$ cat src/rtl/mem_arbiter_if.sv
// Bus bundle between the fetch/data stages, the arbiter and the memory wrapper.
// The master modport is the arbiter's view; slave is the requesters/memory side.
interface mem_arbiter_if;
  logic        if_req;
  logic [15:0] if_addr;
  logic [15:0] if_rdata;
  logic        if_done;
  logic        if_err;
  logic        dm_req;
  logic        dm_wr;
  logic [15:0] dm_addr;
  logic [15:0] dm_wdata;
  logic [15:0] dm_rdata;
  logic        dm_done;
  logic        dm_err;
  logic        halt;
  logic [15:0] mem_addr;
  logic [15:0] mem_wdata;
  logic        mem_en;
  logic        mem_wr;
  logic        mem_dump;
  logic [15:0] mem_rdata;
  logic        busy;

  modport master (
    input  if_req, if_addr, dm_req, dm_wr, dm_addr, dm_wdata, halt, mem_rdata,
    output if_rdata, if_done, if_err, dm_rdata, dm_done, dm_err,
           mem_addr, mem_wdata, mem_en, mem_wr, mem_dump, busy
  );

  modport slave (
    output if_req, if_addr, dm_req, dm_wr, dm_addr, dm_wdata, halt, mem_rdata,
    input  if_rdata, if_done, if_err, dm_rdata, dm_done, dm_err,
           mem_addr, mem_wdata, mem_en, mem_wr, mem_dump, busy
  );
endinterface

$ cat src/rtl/mem_arbiter.sv
// Arbiter sequencing a single-ported unified memory between fetch and data stages,
// with fixed access latency, misalignment rejection and a one-shot dump on halt.
module mem_arbiter #(
  parameter int unsigned LATENCY         = 2,
  parameter int unsigned MAX_DATA_STREAK = 4
) (
  input  logic          clk,
  input  logic          rst,
  mem_arbiter_if.master bus
);

  localparam int unsigned CountW  = (LATENCY > 1) ? $clog2(LATENCY) : 1;
  localparam int unsigned StreakW = (MAX_DATA_STREAK > 0) ? $clog2(MAX_DATA_STREAK + 1) : 1;

  typedef enum logic [1:0] {StIdle, StAccess, StResp, StHalted} state_e;

  state_e              state_q;
  logic [CountW-1:0]   count_q;
  logic [StreakW-1:0]  streak_q;
  logic [15:0]         addr_q, wdata_q, if_rdata_q, dm_rdata_q;
  logic                wr_q, owner_dm_q;
  logic                if_done_q, if_err_q, dm_done_q, dm_err_q;
  logic                mem_en_q, mem_wr_q, mem_dump_q, busy_q;

  logic        arb_ok, if_elig, dm_elig, grant_dm, grant_any, grant_wr;
  logic [15:0] grant_addr;

  // The requester finishing in RESP still holds req this cycle, so it is masked out.
  always_comb begin
    arb_ok     = ((state_q == StIdle) || (state_q == StResp)) && !bus.halt;
    if_elig    = bus.if_req && !((state_q == StResp) && !owner_dm_q);
    dm_elig    = bus.dm_req && !((state_q == StResp) && owner_dm_q);
    grant_dm   = arb_ok && dm_elig && (!if_elig || (streak_q != StreakW'(MAX_DATA_STREAK)));
    grant_any  = arb_ok && (if_elig || dm_elig);
    grant_addr = grant_dm ? bus.dm_addr : bus.if_addr;
    grant_wr   = grant_dm && bus.dm_wr;
  end

  always_ff @(posedge clk or negedge rst) begin
    if (!rst) begin
      state_q    <= StIdle;
      count_q    <= '0;
      streak_q   <= '0;
      addr_q     <= '0;
      wdata_q    <= '0;
      wr_q       <= 1'b0;
      owner_dm_q <= 1'b0;
      if_rdata_q <= '0;
      dm_rdata_q <= '0;
      if_done_q  <= 1'b0;
      if_err_q   <= 1'b0;
      dm_done_q  <= 1'b0;
      dm_err_q   <= 1'b0;
      mem_en_q   <= 1'b0;
      mem_wr_q   <= 1'b0;
      mem_dump_q <= 1'b0;
      busy_q     <= 1'b0;
    end else begin
      if_done_q  <= 1'b0;
      if_err_q   <= 1'b0;
      dm_done_q  <= 1'b0;
      dm_err_q   <= 1'b0;
      mem_wr_q   <= 1'b0;
      mem_dump_q <= 1'b0;
      unique case (state_q)
        StIdle, StResp: begin
          if (bus.halt) begin
            state_q    <= StHalted;
            mem_dump_q <= 1'b1;
            mem_en_q   <= 1'b0;
            busy_q     <= 1'b0;
          end else if (grant_any) begin
            addr_q     <= grant_addr;
            wdata_q    <= grant_dm ? bus.dm_wdata : '0;
            wr_q       <= grant_wr;
            owner_dm_q <= grant_dm;
            busy_q     <= 1'b1;
            if (!grant_dm) begin
              streak_q <= '0;
            end else if (if_elig && (streak_q != StreakW'(MAX_DATA_STREAK))) begin
              streak_q <= streak_q + 1'b1;
            end
            if (grant_addr[0]) begin
              // Misaligned: skip the memory entirely and answer with an error.
              state_q  <= StResp;
              mem_en_q <= 1'b0;
              if (grant_dm) begin
                dm_done_q  <= 1'b1;
                dm_err_q   <= 1'b1;
                dm_rdata_q <= '0;
              end else begin
                if_done_q  <= 1'b1;
                if_err_q   <= 1'b1;
                if_rdata_q <= '0;
              end
            end else begin
              state_q  <= StAccess;
              count_q  <= CountW'(LATENCY - 1);
              mem_en_q <= 1'b1;
              mem_wr_q <= (LATENCY == 1) && grant_wr;
            end
          end else begin
            state_q  <= StIdle;
            mem_en_q <= 1'b0;
            busy_q   <= 1'b0;
          end
        end
        StAccess: begin
          if (count_q == '0) begin
            state_q  <= StResp;
            mem_en_q <= 1'b0;
            if (owner_dm_q) begin
              dm_done_q  <= 1'b1;
              dm_rdata_q <= wr_q ? '0 : bus.mem_rdata;
            end else begin
              if_done_q  <= 1'b1;
              if_rdata_q <= bus.mem_rdata;
            end
          end else begin
            count_q  <= count_q - 1'b1;
            mem_wr_q <= wr_q && (count_q == CountW'(1));
          end
        end
        default: ;  // StHalted is sticky until reset
      endcase
    end
  end

  assign bus.if_rdata  = if_rdata_q;
  assign bus.if_done   = if_done_q;
  assign bus.if_err    = if_err_q;
  assign bus.dm_rdata  = dm_rdata_q;
  assign bus.dm_done   = dm_done_q;
  assign bus.dm_err    = dm_err_q;
  assign bus.mem_addr  = addr_q;
  assign bus.mem_wdata = wdata_q;
  assign bus.mem_en    = mem_en_q;
  assign bus.mem_wr    = mem_wr_q;
  assign bus.mem_dump  = mem_dump_q;
  assign bus.busy      = busy_q;

endmodule
$ cat src/flat_wrapper.sv
// flat-port wrapper written by rule: the top's interface ports become plain ports
module mem_arbiter_flat 
#(
  parameter int unsigned LATENCY         = 2,
  parameter int unsigned MAX_DATA_STREAK = 4
)
  (clk, rst, bus_if_req, bus_if_addr, bus_dm_req, bus_dm_wr, bus_dm_addr, bus_dm_wdata, bus_halt, bus_mem_rdata, bus_if_rdata, bus_if_done, bus_if_err, bus_dm_rdata, bus_dm_done, bus_dm_err, bus_mem_addr, bus_mem_wdata, bus_mem_en, bus_mem_wr, bus_mem_dump, bus_busy);
  mem_arbiter_if bus_i ();
  input  logic clk;
  input  logic rst;
  input wire logic [$bits(bus_i.if_req)-1:0] bus_if_req;
  input wire logic [$bits(bus_i.if_addr)-1:0] bus_if_addr;
  input wire logic [$bits(bus_i.dm_req)-1:0] bus_dm_req;
  input wire logic [$bits(bus_i.dm_wr)-1:0] bus_dm_wr;
  input wire logic [$bits(bus_i.dm_addr)-1:0] bus_dm_addr;
  input wire logic [$bits(bus_i.dm_wdata)-1:0] bus_dm_wdata;
  input wire logic [$bits(bus_i.halt)-1:0] bus_halt;
  input wire logic [$bits(bus_i.mem_rdata)-1:0] bus_mem_rdata;
  output wire logic [$bits(bus_i.if_rdata)-1:0] bus_if_rdata;
  output wire logic [$bits(bus_i.if_done)-1:0] bus_if_done;
  output wire logic [$bits(bus_i.if_err)-1:0] bus_if_err;
  output wire logic [$bits(bus_i.dm_rdata)-1:0] bus_dm_rdata;
  output wire logic [$bits(bus_i.dm_done)-1:0] bus_dm_done;
  output wire logic [$bits(bus_i.dm_err)-1:0] bus_dm_err;
  output wire logic [$bits(bus_i.mem_addr)-1:0] bus_mem_addr;
  output wire logic [$bits(bus_i.mem_wdata)-1:0] bus_mem_wdata;
  output wire logic [$bits(bus_i.mem_en)-1:0] bus_mem_en;
  output wire logic [$bits(bus_i.mem_wr)-1:0] bus_mem_wr;
  output wire logic [$bits(bus_i.mem_dump)-1:0] bus_mem_dump;
  output wire logic [$bits(bus_i.busy)-1:0] bus_busy;
  assign bus_i.if_req = bus_if_req;
  assign bus_i.if_addr = bus_if_addr;
  assign bus_i.dm_req = bus_dm_req;
  assign bus_i.dm_wr = bus_dm_wr;
  assign bus_i.dm_addr = bus_dm_addr;
  assign bus_i.dm_wdata = bus_dm_wdata;
  assign bus_i.halt = bus_halt;
  assign bus_i.mem_rdata = bus_mem_rdata;
  assign bus_if_rdata = bus_i.if_rdata;
  assign bus_if_done = bus_i.if_done;
  assign bus_if_err = bus_i.if_err;
  assign bus_dm_rdata = bus_i.dm_rdata;
  assign bus_dm_done = bus_i.dm_done;
  assign bus_dm_err = bus_i.dm_err;
  assign bus_mem_addr = bus_i.mem_addr;
  assign bus_mem_wdata = bus_i.mem_wdata;
  assign bus_mem_en = bus_i.mem_en;
  assign bus_mem_wr = bus_i.mem_wr;
  assign bus_mem_dump = bus_i.mem_dump;
  assign bus_busy = bus_i.busy;
  mem_arbiter #(.LATENCY(LATENCY), .MAX_DATA_STREAK(MAX_DATA_STREAK)) u_core (.clk(clk), .rst(rst), .bus(bus_i));
endmodule
$ cat config.mk
export PLATFORM = sky130hd
export DESIGN_NAME = mem_arbiter_flat
export DESIGN_NICKNAME = d
export VERILOG_FILES = /design/src/rtl/mem_arbiter_if.sv /design/src/rtl/mem_arbiter.sv /design/src/flat_wrapper.sv
export SDC_FILE = /design/constraint.sdc
export NUM_CORES = 1
export LEC_CHECK = 0
export ABC_AREA = 1
export CAP_MARGIN = 20
export CORE_MARGIN = 10
export CORE_UTILIZATION = 39
export DETAILED_ROUTE_END_ITERATION = 16
export PLACE_DENSITY = 0.77
export SYNTH_ARGS = -nofsm -noshare
export SYNTH_HDL_FRONTEND = slang
export SYNTH_SLANG_ARGS = --single-unit
$ cat constraint.sdc
create_clock -name clk -period 1.5 [get_ports clk]
set_input_delay 0.15 -clock clk [delete_from_list [all_inputs] [get_ports clk]]
set_output_delay 0.15 -clock clk [all_outputs]
set_load 0.02 [all_outputs]
==> flow_summary.toml <==
[pwr]
power_mw = 9.83
power_density_nw_per_um2 = 1740
leakage_nw = 3.31
ir_drop_mv = 0.770

[final_layout]
area_delta_synth_final_pct = 64.4
nets = 606
antenna_cells = 0
mostFrequentLayoutCell = "nand2_1"
final_layout_size_suffix_gt1_share_pct = 17.5
final_cells = 646
finalInstanceArea_sq_um = 5650
mostFrequentLayoutCells = "104 x nand2_1, 83 x clkdlybuf4s50_1, 79 x dfrtp_1"

[critical_path]
crit_arrival_ns = 1.77
critical_path_required_ns = 1.74
critical_path_class = "reg2reg"
cp_max_fo = 6
crit_path_start_kind = "flop"
critPathCaptureType = "flop"

[synthesis]
synth.distinct_cells = 27
post_synth.cell_area_avg_sq_um = 9.39
ys_seq_elements = 80
yosysSeqAreaShare_pct = 58.2
syn_area_sq_um = 3440
ys_warn_count = 0
syn_inst = 366
synth_fp_nets = 438

[global_route]
antenna_found_initial = 0
grt-ovfl-total = 0
grt_max_degree = 35
grt_pass1_vias = 3344
track_usage_pct = 16.6
grt_pass1_wl_microns = 17200

[sta]
finalSetupViolCount = 14
hold_slack_ns = 0.210
finClkSkew_ns = 0.00548
fin_setup_tns_ns = -0.165
hold_viol = 0
setup_ws_ns = -0.0262
slew_viol_final = 0
max_freq_ghz = 0.655
rsz0062_at_grt = "true"
slew_headroom_pct = 77.1
worst_slew_pin_slew_ns = 0.343
fin_crit_ns = 1.53
fin_crit_sh_pct = 102

[worst_hold_path]
hp-class = "in2async"

[floorplanning]
boundaryPins = 142
start_util_pct = 39.8
rows = 34
dieArea_sq_um = 13000
coreArea_sq_um = 8640
die_h_microns = 114
die_w_microns = 114

[detailed_routing]
drtPass1Iterations = 4
ant_nets = 0
drc = 0
viasPerCell = 4.99
wl_per_cell_microns = 17.5
vias = 3224
drtIter0Drc = 144
drt_wl_total_microns = 11300

[clocking]
cts_buffer_depth = 2
cts.sinks = 80
cts_tree = "done"
clkLatencyLatePin_ns = 0.35
ctsHtreeMaxLevel = 3
cts-root-buf = "clkbuf_8"
clk_pin_slew_ns = 0.08
cts_buffers = 9

[place]
hpwl_microns = 8180
io_buffers = 141
gp_congestion = 0.767
dp.cells = 619
place_area_sq_um = 5080

[run_status]
violations = "setup timing"
outcome = "finished with violations"

[run]
cap_violations = 0
worst max-delay path, cell delays in order, from the launching register on:
cell and delay, ns:
dfrtp_1 0.40, inv_2 0.10, ha_4 0.14, nand2_2 0.05
inv_2 0.06, nand3_4 0.10, nand2_8 0.11, inv_8 0.05
nand2_8 0.06, nand2_8 0.07, clkbuf_16 0.17, nand3_2 0.05
nand2_1 0.05
cells in the mapped netlist (all sizes together):
cell type,count,area (sq um)
nor2,39,156
ha,2,25.0
inv,33,131
a21oi,3,15.0
clkbuf,3,11.3
buf,12,78.8
xor2,1,8.76
dfrtp,80,2000
a31oi,15,93.8
a22o,16,140
clkinv,2,8.75
o21ai,6,30.0
nand2,111,474
nand3,42,258
nor3,1,5.00
kinds of logic after synthesis:
family | count (synthesis) | share of synthesized area (%)
AND/OR/NAND/NOR | 193 | 26.0
XOR/XNOR | 1 | 0.255
adder cells (fa/ha/maj) | 2 | 0.728
AO/OA/AOI/OAI | 40 | 8.11
flip-flops | 80 | 58.2
buffers and inverters | 50 | 6.70
registers in the layout, summed over array words and instances (netlist names), 2 cells and up:
signal and flops:
u_core.bus.dm_rdata 16, u_core.state_q 2, u_core.bus.mem_wdata 16, u_core.bus.mem_addr 16, u_core.streak_q 3, u_core.bus.if_rdata 16
area by class of cell:
| type | instances | area, sq um |
|---|---|---|
| clock buffers | 10 | 138 |
| repair buffers | 172 | 1790 |
| inverters | 35 | 146 |
| clock inverters | 5 | 81.3 |
| fillers | 686 | 2980 |
| multi-input cells | 236 | 1360 |
| well taps | 108 | 135 |
| flip-flops and latches | 80 | 2000 |
metal layers:
metal	share of wire [%]	wire, microns	vias up	GRT usage (%)
met2	51	5780	102	28.4
met3	6.8	766	17	5.72
met5	0	0	-	0
li1	-	-	1514	-
met1	40	4560	1591	18.7
met4	1.7	197	0	5.93
through the flow:
stage	utilization, %	setup slack [ns]
2_1_floorplan	-	0.0188
3_3_place_gp	58.9	-0.101
3_5_place_dp	58.9	-0.151
4_1_cts	62.0	-0.0430
5_1_grt	65.5	-0.0829
6_report	65.5	-0.0262
worst paths after layout:
kind / start / end / slack, ns / cells after the start
setup reg to reg: u_core.streak_q[1] / u_core.bus.dm_rdata[10] / -0.03 / 12
max in group asynchronous: rst / u_core.wr_q / 0.77 / 3
setup / recovery: u_core.streak_q[1] / u_core.bus.dm_rdata[10] / -0.03 / 12
hold / removal: rst / u_core.bus.mem_wdata[7] / 0.21 / 2
hold reg to reg: u_core.bus.mem_addr[0] / u_core.bus.mem_addr[0] / 0.49 / 2
min in group clk: bus_dm_addr[1] / u_core.bus.mem_addr[1] / 0.35 / 3
what timing repair did:
action | CTS | global route
hold buffers | 1 | 0
cloned | 0 | 1
setup endpoints to repair | 49 | 111
endpoints found under the hold margin | 73 | 0
gates resized for setup | 19 | 76
buffers inserted | 8 | 3
pin swaps | 1 | 14
where the power goes:
group | internal [mW] | switching, mW | leakage, nW
combinational | 2.09 | 2.51 | 2.16
clock | 0.974 | 0.782 | 0.108
sequential | 2.97 | 0.493 | 1.04
No activity file was read; power rests on OpenSTA's default activity.
